<file path="src/rtl/tdc_frame_collector_pkg.sv">
// Shared types and sizing for the TDC frame collector.
// The frame layout is what one FIFO entry holds: channel words, hit mask, sequence number.
package tdc_pkg;

   localparam int CH_NUM     = 16;
   localparam int DATA_W     = 10;
   localparam int FIFO_DEPTH = 4;
   localparam int TMO_W      = 16;
   localparam int SEQ_W      = 8;
   localparam int OVF_W      = 8;

   typedef enum logic [1:0] {
      S_IDLE    = 2'd0,
      S_COLLECT = 2'd1,
      S_COMMIT  = 2'd2
   } fsm_t;

   typedef struct packed {
      logic [CH_NUM*DATA_W-1:0] data;
      logic [CH_NUM-1:0]        hit;
      logic [SEQ_W-1:0]         seq;
   } frame_t;

endpackage

</file>
<file path="src/rtl/tdc_frame_fifo.sv">
// Generic synchronous FIFO; a push into a full FIFO is taken only when a pop happens in the same cycle.
// The head word is presented as zero while the FIFO is empty.
module tdc_frame_fifo #(
   parameter int WIDTH = 8,
   parameter int DEPTH = 4
) (
   input  logic                     clock,
   input  logic                     rst,
   input  logic                     push,
   input  logic [WIDTH-1:0]         din,
   input  logic                     pop,
   output logic [WIDTH-1:0]         dout,
   output logic                     full,
   output logic                     empty,
   output logic [$clog2(DEPTH):0]   level
);
   localparam int AW = $clog2(DEPTH);
   localparam int LW = AW + 1;

   logic [WIDTH-1:0] mem_r [DEPTH];
   logic [AW-1:0]    wr_ptr_r;
   logic [AW-1:0]    rd_ptr_r;
   logic [LW-1:0]    level_r;
   logic             push_ok_s;
   logic             pop_ok_s;

   assign empty     = (level_r == LW'(0));
   assign full      = (level_r == LW'(DEPTH));
   assign pop_ok_s  = pop & ~empty;
   assign push_ok_s = push & (~full | pop_ok_s);
   assign dout      = empty ? WIDTH'(0) : mem_r[rd_ptr_r];
   assign level     = level_r;

   // Storage array; never read while empty, so it needs no reset
   always_ff @(posedge clock) begin
      if (push_ok_s) begin
         mem_r[wr_ptr_r] <= din;
      end else begin
         mem_r[wr_ptr_r] <= mem_r[wr_ptr_r];
      end
   end

   // Read/write pointers and occupancy
   always_ff @(posedge clock) begin
      if (rst) begin
         wr_ptr_r <= AW'(0);
         rd_ptr_r <= AW'(0);
         level_r  <= LW'(0);
      end else begin
         if (push_ok_s) wr_ptr_r <= wr_ptr_r + AW'(1);
         if (pop_ok_s)  rd_ptr_r <= rd_ptr_r + AW'(1);
         case ({push_ok_s, pop_ok_s})
            2'b10:   level_r <= level_r + LW'(1);
            2'b01:   level_r <= level_r - LW'(1);
            default: level_r <= level_r;
         endcase
      end
   end

endmodule

</file>
<file path="src/rtl/tdc_frame_collector.sv">
// Gathers one word per masked TDC channel into a frame and commits it to a frame FIFO.
// Frames close when every masked channel has hit, or on timeout in partial mode.
module tdc_frame_collector
   import tdc_pkg::*;
(
   input  logic                          clock,
   input  logic                          rst,
   input  logic [CH_NUM*DATA_W-1:0]      ch_data,
   input  logic [CH_NUM-1:0]             ch_wr,
   input  logic [CH_NUM-1:0]             ch_mask,
   input  logic                          mode,
   input  logic [TMO_W-1:0]              timeout,
   output logic [CH_NUM*DATA_W-1:0]      out_data,
   output logic [CH_NUM-1:0]             out_hit,
   output logic [SEQ_W-1:0]              out_seq,
   output logic                          out_valid,
   input  logic                          out_ready,
   output logic [$clog2(FIFO_DEPTH):0]   fifo_level,
   output logic [OVF_W-1:0]              ovf_cnt,
   output logic                          busy
);
   localparam int FRAME_W = $bits(frame_t);

   fsm_t                     state_r;
   fsm_t                     state_nxt_s;
   logic [CH_NUM*DATA_W-1:0] data_r;
   logic [CH_NUM-1:0]        hit_r;
   logic [CH_NUM-1:0]        accepted_s;
   logic [TMO_W-1:0]         tmr_r;
   logic [TMO_W-1:0]         tmr_nxt_s;
   logic [TMO_W-1:0]         tmo_eff_s;
   logic [SEQ_W-1:0]         seq_r;
   logic [OVF_W-1:0]         ovf_r;
   logic                     gathering_s;
   logic                     complete_s;
   logic                     commit_s;
   logic                     pop_s;
   logic                     push_ok_s;
   logic                     fifo_full_s;
   logic                     fifo_empty_s;
   frame_t                   frame_in_s;
   frame_t                   frame_out_s;

   // Repeat writes to an already-hit channel are filtered here, so the first write wins
   assign gathering_s = (state_r == S_IDLE) || (state_r == S_COLLECT);
   assign accepted_s  = gathering_s ? (ch_wr & ch_mask & ~hit_r) : CH_NUM'(0);
   assign complete_s  = (((hit_r | accepted_s) & ch_mask) == ch_mask);
   assign tmo_eff_s   = (timeout == TMO_W'(0)) ? TMO_W'(1) : timeout;
   assign pop_s       = ~fifo_empty_s & out_ready;
   assign push_ok_s   = commit_s & (~fifo_full_s | pop_s);

   // Next-state and timeout counter logic
   always_comb begin
      state_nxt_s = state_r;
      tmr_nxt_s   = tmr_r;
      commit_s    = 1'b0;
      case (state_r)
         S_IDLE: begin
            if (|accepted_s) begin
               tmr_nxt_s   = TMO_W'(1);
               state_nxt_s = complete_s ? S_COMMIT : S_COLLECT;
            end else begin
               state_nxt_s = S_IDLE;
            end
         end
         S_COLLECT: begin
            if (complete_s) begin
               state_nxt_s = S_COMMIT;
            end else if (mode && (tmr_r >= tmo_eff_s)) begin
               state_nxt_s = S_COMMIT;
            end else begin
               state_nxt_s = S_COLLECT;
               tmr_nxt_s   = (tmr_r != '1) ? (tmr_r + TMO_W'(1)) : tmr_r;
            end
         end
         S_COMMIT: begin
            commit_s    = 1'b1;
            state_nxt_s = S_IDLE;
         end
         default: begin
            state_nxt_s = S_IDLE;
         end
      endcase
   end

   // FSM state and timeout counter registers
   always_ff @(posedge clock) begin
      if (rst) begin
         state_r <= S_IDLE;
         tmr_r   <= TMO_W'(0);
      end else begin
         state_r <= state_nxt_s;
         tmr_r   <= tmr_nxt_s;
      end
   end

   // Capture registers plus sequence and drop counters
   always_ff @(posedge clock) begin
      if (rst) begin
         data_r <= '0;
         hit_r  <= CH_NUM'(0);
         seq_r  <= SEQ_W'(0);
         ovf_r  <= OVF_W'(0);
      end else if (commit_s) begin
         data_r <= '0;
         hit_r  <= CH_NUM'(0);
         if (push_ok_s) begin
            seq_r <= seq_r + SEQ_W'(1);
         end else if (ovf_r != '1) begin
            ovf_r <= ovf_r + OVF_W'(1);
         end else begin
            ovf_r <= ovf_r;
         end
      end else begin
         hit_r <= hit_r | accepted_s;
         for (int i = 0; i < CH_NUM; i++) begin
            if (accepted_s[i]) begin
               data_r[i*DATA_W +: DATA_W] <= ch_data[i*DATA_W +: DATA_W];
            end
         end
      end
   end

   assign frame_in_s.data = data_r;
   assign frame_in_s.hit  = hit_r;
   assign frame_in_s.seq  = seq_r;

   tdc_frame_fifo #(
      .WIDTH (FRAME_W),
      .DEPTH (FIFO_DEPTH)
   ) u_fifo (
      .clock (clock),
      .rst   (rst),
      .push  (commit_s),
      .din   (frame_in_s),
      .pop   (pop_s),
      .dout  (frame_out_s),
      .full  (fifo_full_s),
      .empty (fifo_empty_s),
      .level (fifo_level)
   );

   assign out_data  = frame_out_s.data;
   assign out_hit   = frame_out_s.hit;
   assign out_seq   = frame_out_s.seq;
   assign out_valid = ~fifo_empty_s;
   assign ovf_cnt   = ovf_r;
   assign busy      = (state_r != S_IDLE);

endmodule

</file>
<file path="config.mk">
export PLATFORM = sky130hd
export DESIGN_NAME = tdc_frame_collector
export DESIGN_NICKNAME = d
export VERILOG_FILES = /design/src/rtl/tdc_frame_collector_pkg.sv /design/src/rtl/tdc_frame_fifo.sv /design/src/rtl/tdc_frame_collector.sv
export SDC_FILE = /design/constraint.sdc
export NUM_CORES = 1
export LEC_CHECK = 0
export BUFFER_PORTS_ARGS = -buffer_cell sky130_fd_sc_hd__buf_4
export CAP_MARGIN = 20
export CORE_ASPECT_RATIO = 0.8
export CORE_MARGIN = 5
export CORE_UTILIZATION = 58
export DETAILED_ROUTE_END_ITERATION = 10
export GPL_ROUTABILITY_DRIVEN = 0
export PLACE_DENSITY = 0.84
export SKIP_LAST_GASP = 1
export SYNTH_ARGS = -nofsm -noshare
export SYNTH_HDL_FRONTEND = slang
export SYNTH_SLANG_ARGS = --single-unit
</file>
<file path="constraint.sdc">
create_clock -name clock -period 9.5 [get_ports clock]
set_input_delay 1.9 -clock clock [delete_from_list [all_inputs] [get_ports clock]]
set_output_delay 1.9 -clock clock [all_outputs]
set_load 0.03 [all_outputs]
</file>
==> results of run 1 <==
## layout by cell type, fill, tap and decap left out, types with 5 or more instances in the layout
master	n
sky130_fd_sc_hd__clkinv_2	18
sky130_fd_sc_hd__nand3_1	20
sky130_fd_sc_hd__clkbuf_1	22
sky130_fd_sc_hd__buf_4	424
sky130_fd_sc_hd__mux2i_1	5
sky130_fd_sc_hd__clkinv_1	16
sky130_fd_sc_hd__or3_1	6
sky130_fd_sc_hd__xnor2_1	7
sky130_fd_sc_hd__nand2b_1	17
sky130_fd_sc_hd__a21oi_1	174
sky130_fd_sc_hd__nor4_1	8
sky130_fd_sc_hd__clkbuf_8	5
sky130_fd_sc_hd__o21ai_0	9
sky130_fd_sc_hd__xor2_1	11
sky130_fd_sc_hd__inv_1	36
sky130_fd_sc_hd__nor2_1	64
sky130_fd_sc_hd__nand4_1	12
sky130_fd_sc_hd__nand2_1	348
sky130_fd_sc_hd__nand3b_1	9
sky130_fd_sc_hd__diode_2	7
sky130_fd_sc_hd__nor2b_1	6
sky130_fd_sc_hd__mux4_2	184
sky130_fd_sc_hd__nor3b_2	5
sky130_fd_sc_hd__and2_1	186
sky130_fd_sc_hd__clkbuf_16	91
sky130_fd_sc_hd__edfxtp_1	736
sky130_fd_sc_hd__dfxtp_1	216
sky130_fd_sc_hd__ha_1	24
## metal layers
metal  routed length, um  vias up
li1                    -     9426
met4                2180       12
met2               44300     1089
met1               34300    10904
met3                8100      160
met5                  69        -
## power breakdown
| part | total (mW) | switching [mW] | internal [mW] |
|---|---|---|---|
| Combinational | 0.373 | 0.215 | 0.157 |
| Clock | 3.42 | 1.50 | 1.92 |
| Sequential | 4.59 | 0.0573 | 4.53 |
## per-stage QoR
stage               power (mW)  area, um2  hold slack, ns   util
floorplan                 4.85      36700           0.460      -
global placement          5.03      40600           0.466  0.648
detailed placement        5.05      40700           0.484  0.649
CTS                       8.43      43500           0.489  0.694
global route              8.64      43500           0.511  0.694
finish                    8.39      43500           0.493  0.694
## kinds of logic (layout without fill, tap and decap cells)
group / Yosys count / in the layout / share of synthesized area
fa+ha+maj: 25 / 25 / 0.00873
xor+xnor: 18 / 18 / 0.00430
simple gates: 728 / 728 / 0.0988
buf+inv: 158 / 633 / 0.0176
other cells: 0 / 7 / 0
flops: 955 / 955 / 0.722
mux: 189 / 189 / 0.114
compound gates: 221 / 221 / 0.0342
## final cells by class
class                           instances  area (um2)  area share
Sequential cell                       955       26500       0.609
Multi-Input combinational cell       1181        9670       0.222
Timing Repair Buffer                  431        3350      0.0769
Clock buffer                          118        2430      0.0558
Tap cell                              840        1050      0.0241
Clock inverter                         48         389     0.00894
Inverter                               36         135     0.00310
Antenna cell                            7        17.5    0.000402
## worst max-delay path, delay by kind of cell, from the launching register on
kind                   cells  cell delay, ns
buffers and inverters      3            1.08
DFF                        1            0.76
and+or+nand+nor            1            0.18
muxes                      1            0.58
## state kept, by name, summed over array words and instances (netlist names), named ones only
register	count
data_r	160
hit_r	16
ovf_cnt	8
seq_r	8
state_r	2
tmr_r	16
u_fifo.level	3
u_fifo.mem_r	736
u_fifo.rd_ptr_r	2
u_fifo.wr_ptr_r	2
## worst max-delay path by stage
| stage | from | to | depth (start not counted) |
|---|---|---|---|
| after global placement | out_ready | u_fifo.mem_r[2][68] | 6 |
| after CTS | u_fifo.level[0] | out_data[129] | 4 |
| after detailed placement | ch_mask[2] | tmr_r[6] | 8 |
| after global routing | flip-flop | out_data[58] | 5 |
| final | flip-flop | out_data[69] | 5 |
| after floorplan | out_ready | u_fifo.mem_r[0][0] | 4 |
==> results, run 1 <==
- The fraction of registers with async set or reset after synthesis is 0.
- The maximum frequency from static timing analysis is roughly 190 MHz.
- The critical path data required time is 7.60 ns.
- After routing, the total negative slack on setup checks comes to 0 ns.
- The DRC marker count from the first detailed-route iteration is 2319.
- The endpoint of the most critical register-to-register path is u_fifo.mem_r[2][42].
- The layout net count is 2930.
- The total of fill cells in the finished design is 3889.
- Of the available clock period, the critical path in the final layout requires 0.546.
- The number of buffers inserted for hold repair after clock tree synthesis is 0.
- Traced cell by cell, the critical path runs through buf_4 -> buf_16 -> mux4_2 -> and2_1 -> buf_4.
- The layer flagged by global routing as most heavily used is met2.
- Setup violations remaining at the end of the flow were counted as 0.
- Data arrives at the worst endpoint at 3.29 ns.
- The slew at the pin closest to its max-slew limit is 1.36 ns.
- By area the synthesized netlist is led by sky130_fd_sc_hd__edfxtp_1 60%, sky130_fd_sc_hd__dfxtp_1 12%, sky130_fd_sc_hd__mux4_2 11%.
- TritonCTS built the clock tree.
- For the finished layout, the period the worst path requires is 5.19 ns.
- Synthesis produced a netlist with a net count of 2531.
- The number of gates resized after cts is 0.
- The total power per unit cell area is 193 nW/um2.
- The library cell occupying the most area in the post-synthesis netlist is sky130_fd_sc_hd__edfxtp_1.
- The leakage power summed over all cells is 14.9 nW.
- The worst setup path is captured at a primary output.
- For the final database, setup skew stands at 0.0305 ns.
- The detailed-placement wirelength estimate is 55600 um.
- No sink is reached through more buffers than the 3 on the longest clock path.
- The setup slack after layout is around 4.3 ns.
- The count of pins on the block boundary is 409.
- The critical path is of the reg2out type.
- In the final layout, the share of cells above drive strength 1 is 0.281.
- After clock tree synthesis, the clock-pin slew on the worst setup and hold paths is 0.06 ns.
- Among all cell types in the netlist, the one instantiated most often is sky130_fd_sc_hd__edfxtp_1.
- The cell count after placement is 3442.
- A synthesized cell averages 16.0 um2.
- The cell depth of the worst flop-to-flop path is 6.
- The top cell type's share of synthesized area is 0.602.
- Of all nets on the critical path, the largest fanout is 29.
- Counting flops with a built-in enable in the synthesized netlist gives 736.
- The cell count of the worst hold path is 0.
- The pre-antenna-repair detailed-routing pass consisted of 5 iterations.
- The tree is rooted in a sky130_fd_sc_hd__clkbuf_16.
- In this run the number of H-tree levels came out at 3.
- The count of synthesis-stage warnings from yosys is 0.
- The mapped netlist covers 36700 um2.
- The met1 track demand over resource in global routing is 0.354.
- Before CTS, the worst setup slack after placement is 4.69 ns.
- After clock tree synthesis, the setup repair step added 0 buffers.
- For flop-to-flop paths, the worst setup slack is about 5.7 ns.
- Buffers placed on the I/O ports in this run total 408.
- The startpoint identified for the worst register-to-register timing path is state_r[1].
- IR analysis of the VDD net gives a maximum drop of approximately 130 uV.
- Dividing the detail-routed wire length by the instance count gives 24.6 um.
- The path type of the worst min-delay path is reg2reg.
- The core footprint is ~63000 um2.
- Across the run, the number of max-cap violations was 0.
- The clock buffer count from CTS is 88.
- The sequential share of the synthesized area is 0.722.
- The most used cell along the critical path is sky130_fd_sc_hd__buf_4.
- The via count of the first global-routing pass is 22054.
- STA classifies the critical path startpoint as a flip-flop.
- The detailed router placed roughly 22000 vias in this run.
- Synthesis instantiated 67 different standard cells from the library.
- Setup repair after global routing left no endpoint under its margin.
- The number of slew-limit violations in the final report is 0.
- The worst hold path endpoint is u_fifo.mem_r[0][38].
- For this run, the slowest stage of the critical path takes about 0.76 ns.
- Entering global routing, the biggest net connects 142 pins.
- The total count of hold-check failures in the final report is 0.
- The average via count per standard cell is 5.97.
- The primary flip-flop cell chosen by synthesis mapping is sky130_fd_sc_hd__edfxtp_1.
- The total DRC errors in the routed layout is 0.
- The tightest slew margin relative to the limit is 0.0947.
- In the global route stage, met2 resource usage came out at 0.414.
- The number of synthesized register bits is 955.
- The post-synthesis cell count is roughly 2300.
- Sorting the synthesized cells by how often they occur yields 736 x sky130_fd_sc_hd__edfxtp_1, 348 x sky130_fd_sc_hd__nand2_1, 219 x sky130_fd_sc_hd__dfxtp_1, 190 x sky130_fd_sc_hd__and2_1, 184 x sky130_fd_sc_hd__mux4_2.
- The critical-path cell with the highest stage delay is sky130_fd_sc_hd__dfxtp_4.
- After the flow finishes, the layout carries non-filler instances totaling 3616.
- The run finished with clean final reports.
- The number of nets with antenna violations after routing is 0.
- The number of antenna violations at the first check in global routing came to 13.
- The area growth from synthesis to layout is 18.7%.
- The sink count of the clock tree is 955.
- The total routing resource utilization after global routing is 0.255.
- The first global-routing pass estimated 134000 um of wire.
- In this run the vertical extent of the chip is 235 um.
- The later pin in the worst-skew pair is clocked with a latency of 0.64 ns.
- The startpoint identified for the worst hold timing path is data_r[14].
- The starting utilization of the core area is 0.585.
- Measured along the x axis, the die boundary spans 291 um.
- In this run the core area contains between 80 and 90 standard-cell rows.
- The post-detailed-routing wire length is 89000 um.
- The area enclosed by the die boundary is 68400 um2.
- Global routing finished with a remaining overflow of 0.
- The met3 usage is 0.0591.
No activity file was read; power rests on OpenSTA's default activity.
==> inputs of run 2 (changes only) <==
clock period = 5.05 ns   (was 9.5 ns; I/O delays follow)
==> results, run 2 (synthesis results as in run 1) <==
- The flow ran to the end, and the final reports show no timing, DRC or antenna violations.
- The largest vdd supply drop is 291 uV (+130%).
- The setup slack after layout was 1.07 ns (-3.23 ns).
- The residual overflow from global routing is 0 (unchanged).
- Setup repair after global routing left no endpoint under its margin.
- The post-route minimum period is ~4 ns.
- The worst setup skew after layout is 0.0137 ns (-0.0167 ns).
- The total count of hold-check failures in the final report is 0 (unchanged).
- In the layout the commonest cells are 736 x sky130_fd_sc_hd__edfxtp_1, 425 x sky130_fd_sc_hd__buf_4, 348 x sky130_fd_sc_hd__nand2_1, 216 x sky130_fd_sc_hd__dfxtp_1, 186 x sky130_fd_sc_hd__and2_1.
- The routed length per instance is 25.3 um (+2.7%).
- The number of gates resized after cts is 0 (unchanged).
- The starting utilization of the core area is 0.585 (unchanged).
- The library cell used most frequently in the layout, excluding fill and tap cells, is sky130_fd_sc_hd__edfxtp_1.
- The sink count of the clock tree is 955 (unchanged).
- The capturing element of the worst setup path is tmr_r[14].
- The count of pins on the block boundary came to 409 (unchanged).
- TritonCTS built the clock tree.
- The number of port buffers was 408 (unchanged).
- The largest registers in the layout are u_fifo.mem_r: 736 flops, data_r: 160 flops.
- The total DRC errors in the routed layout was 0 (unchanged).
- The total negative slack for setup checks is 0 ns (unchanged).
- The setup slack of the most critical reg-to-reg path is 1.07 ns (-4.66 ns).
- The vertical extent of the die was 235 um (unchanged).
- The leakage power summed over all cells is 15.0 nW (+1.1%).
- In this run the worst setup path begins at state_r[1].
- The post-detailed-routing wire length is 91700 um (+3.0%).
- The number of nets with antenna violations after routing is 0 (unchanged).
- The share of layout cells above drive strength 1 came to 0.287 (+0.00660).
- The root buffer cell is sky130_fd_sc_hd__clkbuf_16.
- The cell count of the worst hold path was 2 (+2).
- The average via count per standard cell is 5.99 (+0.40%).
- The die width came to 291 um (unchanged).
- The worst setup path is of the reg2reg kind.
- The pre-CTS worst setup slack is 1.18 ns (-3.51 ns).
- The worst register-to-register path ends at tmr_r[14].
- The min-delay analysis places its worst path in the category reg2reg.
- The number of rows in the core area is 82 (unchanged).
- The number of slew-limit violations in the final report was 0 (unchanged).
- The clock buffer count from CTS is 88 (unchanged).
- The maximum frequency from static timing analysis is 252 MHz.
- The kind of capture point of the worst setup path is a flip-flop.
- The register ranked first by flip-flop count is u_fifo.mem_r.
- The core footprint is 62700 um2 (unchanged).
- The maximum fanout along the worst path is 29 (unchanged).
- The via count of the first global-routing pass is 22239 (+0.84%).
- The signal arrival time at the worst endpoint is 4.53 ns (+1.24 ns).
- The number of buffers between clock root and the deepest sink was 3 (unchanged).
- The number of buffers inserted for hold repair after clock tree synthesis is 0 (unchanged).
- The clock transition time at the flip-flop clock pins of the worst setup and hold paths is 0.07 ns (about the same).
- The cell depth of the worst flop-to-flop path is 8 (+2).
- The area enclosed by the die boundary is 68400 um2 (unchanged).
- The DRC marker count from the first detailed-route iteration is 2276 (-1.9%).
- The critical path data required time is 5.60 ns (-2.00 ns).
- The total power per unit cell area is 371 nW/um2 (+92%).
- The core occupancy in the finished layout is 0.701 (+0.00687).
- The detailed-placement wirelength estimate is 57900 um (+4.2%).
- The number of antenna violations at the first check in global routing came to 8 (-5).
- From synthesis to final layout, the design area changed by 19.9%.
- The number of vias after detailed routing is 21737 (+0.68%).
- The slew at the pin closest to its max-slew limit is 1.05 ns (-0.308 ns).
- The largest net degree at the start of global routing is 110 (-23%).
- The startpoint of the worst register-to-register path is state_r[1].
- The insertion delay of the later-clocked pin in the worst-skew pair was 0.63 ns (about the same).
- The number of flip-flops in the largest register is 736 (unchanged).
- The wire length of the first global-routing pass is 138000 um (+3.1%).
- The buffers inserted during post-CTS setup optimization is 0 (unchanged).
- The layout net count was 2944 (+0.48%).
- The type of element launching the critical path is a flip-flop.
- The max capacitance violation total is 0 (unchanged).
- The total of endpoints with negative setup slack in the final report came to 0 (unchanged).
- The deepest level of the CTS H-tree is 3 (unchanged).
- Dividing the final minimum period by the clock period gives 0.787.
- The length of the first detailed-routing pass in iterations is 5 (unchanged).
- The tightest slew margin relative to the limit came to 0.299 (+0.204).
- The total routing resource utilization after global routing came to 0.263 (+0.00855).
## run 2: cell count changes in the layout (fill, tap and decap cells not counted), moves of 3 or more
cell,delta
sky130_fd_sc_hd__buf_12,+13
sky130_fd_sc_hd__diode_2,-3
sky130_fd_sc_hd__clkinvlp_4,+4
sky130_fd_sc_hd__buf_16,-3
sky130_fd_sc_hd__clkbuf_8,+3
sky130_fd_sc_hd__clkinv_1,-13
sky130_fd_sc_hd__clkinv_2,-6
sky130_fd_sc_hd__clkbuf_1,+3
sky130_fd_sc_hd__bufinv_16,+7
## run 2: per-stage QoR
stage	power [mW]	instance area, um2	hold WS [ns]	instances
final	16.3	44000	0.498	3626
after global routing	16.8	44000	0.510	3625
after CTS	16.4	43900	0.495	3621
after detailed placement	9.52	40900	0.484	3456
after global placement	9.48	40900	0.467	3454
after floorplan	9.13	36700	0.460	2294
## run 2: layout make-up
class | instances | area [um2]
timing repair buffer | 445 | 3560
sequential | 955 | 26500
tap | 840 | 1050
antenna | 4 | 10.0
multi-input combinational | 1181 | 9670
clock inverter | 39 | 517
inverter | 36 | 135
fill | 3825 | 18700
clock buffer | 126 | 2530
## run 2: worst min path at each step
stage,to,slack [ns],startpoint
after floorplan,u_fifo.mem_r[0][100],0.46,data_r[76]
after detailed placement,u_fifo.mem_r[1][140],0.48,data_r[116]
after CTS,data_r[101],0.49,data_r[101]
final,data_r[137],0.50,data_r[137]
after global routing,u_fifo.mem_r[1][131],0.51,data_r[107]
after global placement,u_fifo.mem_r[0][32],0.47,data_r[8]
## run 2: power by group
group	internal (mW)	switching, mW	total [mW]
Sequential	8.52	0.113	8.64
Combinational	0.302	0.422	0.724
Clock	4.08	2.85	6.93
Total	12.9	3.39	16.3
## run 2: layer usage
metal	up-vias	share of wire	GRT usage
met4	4	0.024	0.0710
met2	1160	0.48	0.411
met3	160	0.11	0.0921
met1	10967	0.38	0.361
li1	9446	-	-
met5	-	0.00025	0
## run 2: critical path, cell delays in order (launching register included)
cell and delay, ns:
sky130_fd_sc_hd__dfxtp_2 0.98, sky130_fd_sc_hd__inv_1 0.66, sky130_fd_sc_hd__nand3b_1 0.24, sky130_fd_sc_hd__buf_4 0.25
sky130_fd_sc_hd__nand3_1 0.29, sky130_fd_sc_hd__o31ai_2 0.48, sky130_fd_sc_hd__nor2b_1 0.62, sky130_fd_sc_hd__a21oi_1 0.17
sky130_fd_sc_hd__o21ai_0 0.19
==> inputs of run 3 (changes only) <==
clock period = 4 ns   (was 5.05 ns; I/O delays follow)
==> results, run 3 (synthesis results as in run 1) <==
- The detailed-placement wirelength estimate is 55300 um (-4.5%).
- The slew at the pin closest to its max-slew limit is 1.17 ns (+0.121 ns).
- The footprint of the multi-input gates is 9670 um2 (unchanged).
- The largest net degree at the start of global routing is 113 (+2.7%).
- The library cells used most frequently in the layout, excluding fill and tap cells, are 736 x sky130_fd_sc_hd__edfxtp_1, 430 x sky130_fd_sc_hd__buf_4, 348 x sky130_fd_sc_hd__nand2_1, 216 x sky130_fd_sc_hd__dfxtp_1, 186 x sky130_fd_sc_hd__and2_1.
- The wire length of the first global-routing pass was 135000 um (-2.0%).
- The number of vias after detailed routing came to 21676 (-0.28%).
- The largest vdd supply drop is 374 uV (+28%).
- The area growth from synthesis to layout is 20.0% (about the same).
- The largest stage delay on the critical path is 0.61 ns (-0.37 ns).
- The count of pins on the block boundary is 409 (unchanged).
- The insertion delay of the later-clocked pin in the worst-skew pair is 0.64 ns (about the same).
- The sink count of the clock tree is 955 (unchanged).
- The length of the first detailed-routing pass in iterations came to 6 (+1).
- The largest registers in the layout are u_fifo.mem_r: 736 flops, data_r: 160 flops.
- The vertical extent of the die is 235 um (unchanged).
- The buffers inserted during post-CTS setup optimization is 0 (unchanged).
- The root buffer cell is sky130_fd_sc_hd__clkbuf_16.
- The residual overflow from global routing is 0 (unchanged).
- The total DRC errors in the routed layout was 0 (unchanged).
- The cell depth of the worst flop-to-flop path is 8 (unchanged).
- The DRC marker count from the first detailed-route iteration is 2342 (+2.9%).
- The post-route minimum period is 3.49 ns.
- The worst setup path is captured at a primary output.
- The total count of hold-check failures in the final report is 0 (unchanged).
- The setup slack of the most critical reg-to-reg path is 0.52 ns (-0.55 ns).
- The startpoint of the worst register-to-register path is state_r[1].
- The number of antenna violations at the first check in global routing is 9 (+1).
- The tightest slew margin relative to the limit was 0.219 (-0.0797).
- The total power of the final layout was 20.6 mW (+27%).
- The most common cell after layout, fill and taps aside is sky130_fd_sc_hd__edfxtp_1.
- The number of rows in the core area was 82 (unchanged).
- The total of endpoints with negative setup slack in the final report came to 0 (unchanged).
- The switching power was 4.28 mW (+26%).
- The leakage power summed over all cells is 15.0 nW (+0.21%).
- The path type of the worst min-delay path is in2reg.
- The filler-free cell count of the finished design was 3629 (+0.083%).
- The number of buffers between clock root and the deepest sink is 3 (unchanged).
- The clock buffer count from CTS was 90 (+2.3%).
- The routed length per instance is 24.8 um (-2.0%).
- The area enclosed by the die boundary is 68400 um2 (unchanged).
- The switching part of the total power is 0.207 (-0.000496).
- The dominant delay contributor by cell family on the critical path is flip-flops.
- The average via count per standard cell is 5.97 (-0.36%).
- The worst hold slack came to 0.410 ns (-0.0874 ns).
- The total of fill cells in the finished design came to 3807 (-0.47%).
- The capturing element of the worst setup path is out_data[129].
- The placed standard-cell area is 40900 um2 (about the same).
- The share of layout cells above drive strength 1 came to 0.288 (+0.000664).
- The number of port buffers is 408 (unchanged).
- The pre-CTS worst setup slack is 0.248 ns (-0.932 ns).
- The endpoint of the most critical register-to-register path is tmr_r[11].
- The layout net count is 2947 (+0.10%).
- Setup repair after global routing left no endpoint under its margin.
- The portion of total power attributed to sequential cells was 0.528 (-0.002).
- The starting utilization of the core area is 0.585 (unchanged).
- The clock network fraction of total power is 0.428 (+0.003).
- The worst setup path is launched from a flip-flop.
- The number of buffers and inverters on the critical path came to 2 (unchanged).
- The run finished with clean final reports.
- The register ranked first by flip-flop count is u_fifo.mem_r.
- The sequential standard cell area is 26500 um2 (about the same).
- The deepest level of the CTS H-tree is 3 (unchanged).
- The slowest stage of the critical path belongs to the cell sky130_fd_sc_hd__dfxtp_4.
- The critical path goes through buf_12 -> mux4_2 -> and2_1 -> buf_4.
- The depth of the critical timing path with buffers and inverters included is 4 (-4).
- The maximum fanout along the worst path is 45 (+55%).
- The finished layout cell area is 44000 um2 (about the same).
- The internal power component came to 16.4 mW (+27%).
- The clock transition time at the flip-flop clock pins of the worst setup and hold paths is 0.06 ns (about the same).
- The signal arrival time at the worst endpoint is 2.69 ns (-1.84 ns).
- The setup slack after layout came to 0.511 ns (-0.563 ns).
- The total routing resource utilization after global routing came to 0.258 (-0.00590).
- The die width is 291 um (unchanged).
- The critical path data required time was 3.20 ns (-2.40 ns).
- The core footprint came to 62700 um2 (unchanged).
- The post-detailed-routing wire length is 89900 um (-2.0%).
- The via count of the first global-routing pass is 22172 (-0.30%).
- The max capacitance violation total came to 0 (unchanged).
- The total negative slack for setup checks is 0 ns (unchanged).
- The core occupancy in the finished layout is 0.702 (about the same).
- The total power per unit cell area is 469 nW/um2 (+27%).
- The number of flip-flops in the largest register is 736 (unchanged).
- Based on the critical path, the design can be clocked at up to 287 MHz.
- The cell count after placement was 3457 (+0.029%).
- The type of the worst setup path is reg2out.
- The combinational share of power is 0.044 (about the same).
- The number of nets with antenna violations after routing came to 0 (unchanged).
- The number of slew-limit violations in the final report is 0 (unchanged).
- The worst setup skew after layout came to 0.0258 ns (+0.0121 ns).
- The post-route clock period utilization is 0.872.
- The clock tree from TritonCTS is yes.
==> run 3: how the worst min path moves through the flow <==
stage | start | to | cells after the start
after floorplan | data_r[76] | u_fifo.mem_r[0][100] | 0
after global placement | data_r[154] | u_fifo.mem_r[1][178] | 0
after detailed placement | data_r[35] | u_fifo.mem_r[0][59] | 0
after CTS | ch_data[134] | data_r[134] | 3
after global routing | ch_data[144] | data_r[144] | 3
final | ch_data[134] | data_r[134] | 3
==> run 3: worst reg2reg max path: stages (launching register included) <==
cell	delay [ns]
sky130_fd_sc_hd__dfxtp_4	0.69
sky130_fd_sc_hd__inv_1	0.48
sky130_fd_sc_hd__nand3b_1	0.20
sky130_fd_sc_hd__buf_4	0.23
sky130_fd_sc_hd__nand3_1	0.23
sky130_fd_sc_hd__o31ai_2	0.46
sky130_fd_sc_hd__nor2b_1	0.67
sky130_fd_sc_hd__a21oi_1	0.17
sky130_fd_sc_hd__o21ai_0	0.25
==> run 3: repair_timing <==
item,4_1_cts,5_1_grt
hold buffers,0,0
resized for setup,0,1
endpoints found under the setup margin,0,6
==> run 3: layout make-up <==
cell class                 count  share of cell area
clock inverter                46              0.0131
multi-input combinational   1181               0.220
sequential                   955               0.602
tap                          840              0.0239
antenna                        3            0.000171
clock buffer                 122              0.0571
timing repair buffer         446              0.0808
inverter                      36             0.00307
==> run 3: power by group through the flow <==
stage,sequential (mW),clock [mW],combinational [mW]
6_report,10.9,8.83,0.906
5_1_grt,10.9,9.38,0.971
4_1_cts,10.9,8.92,0.905
3_5_place_dp,11.1,0,0.895
3_3_place_gp,11.1,0,0.877
2_1_floorplan,11.1,0,0.466
==> run 3: per-layer routing <==
layer | global-route usage | up-vias | part of all wire
met3 | 0.0877 | 147 | 0.11
met1 | 0.350 | 10911 | 0.38
met5 | 0 | - | 0.00090
li1 | - | 9456 | -
met4 | 0.0640 | 12 | 0.024
met2 | 0.409 | 1150 | 0.48
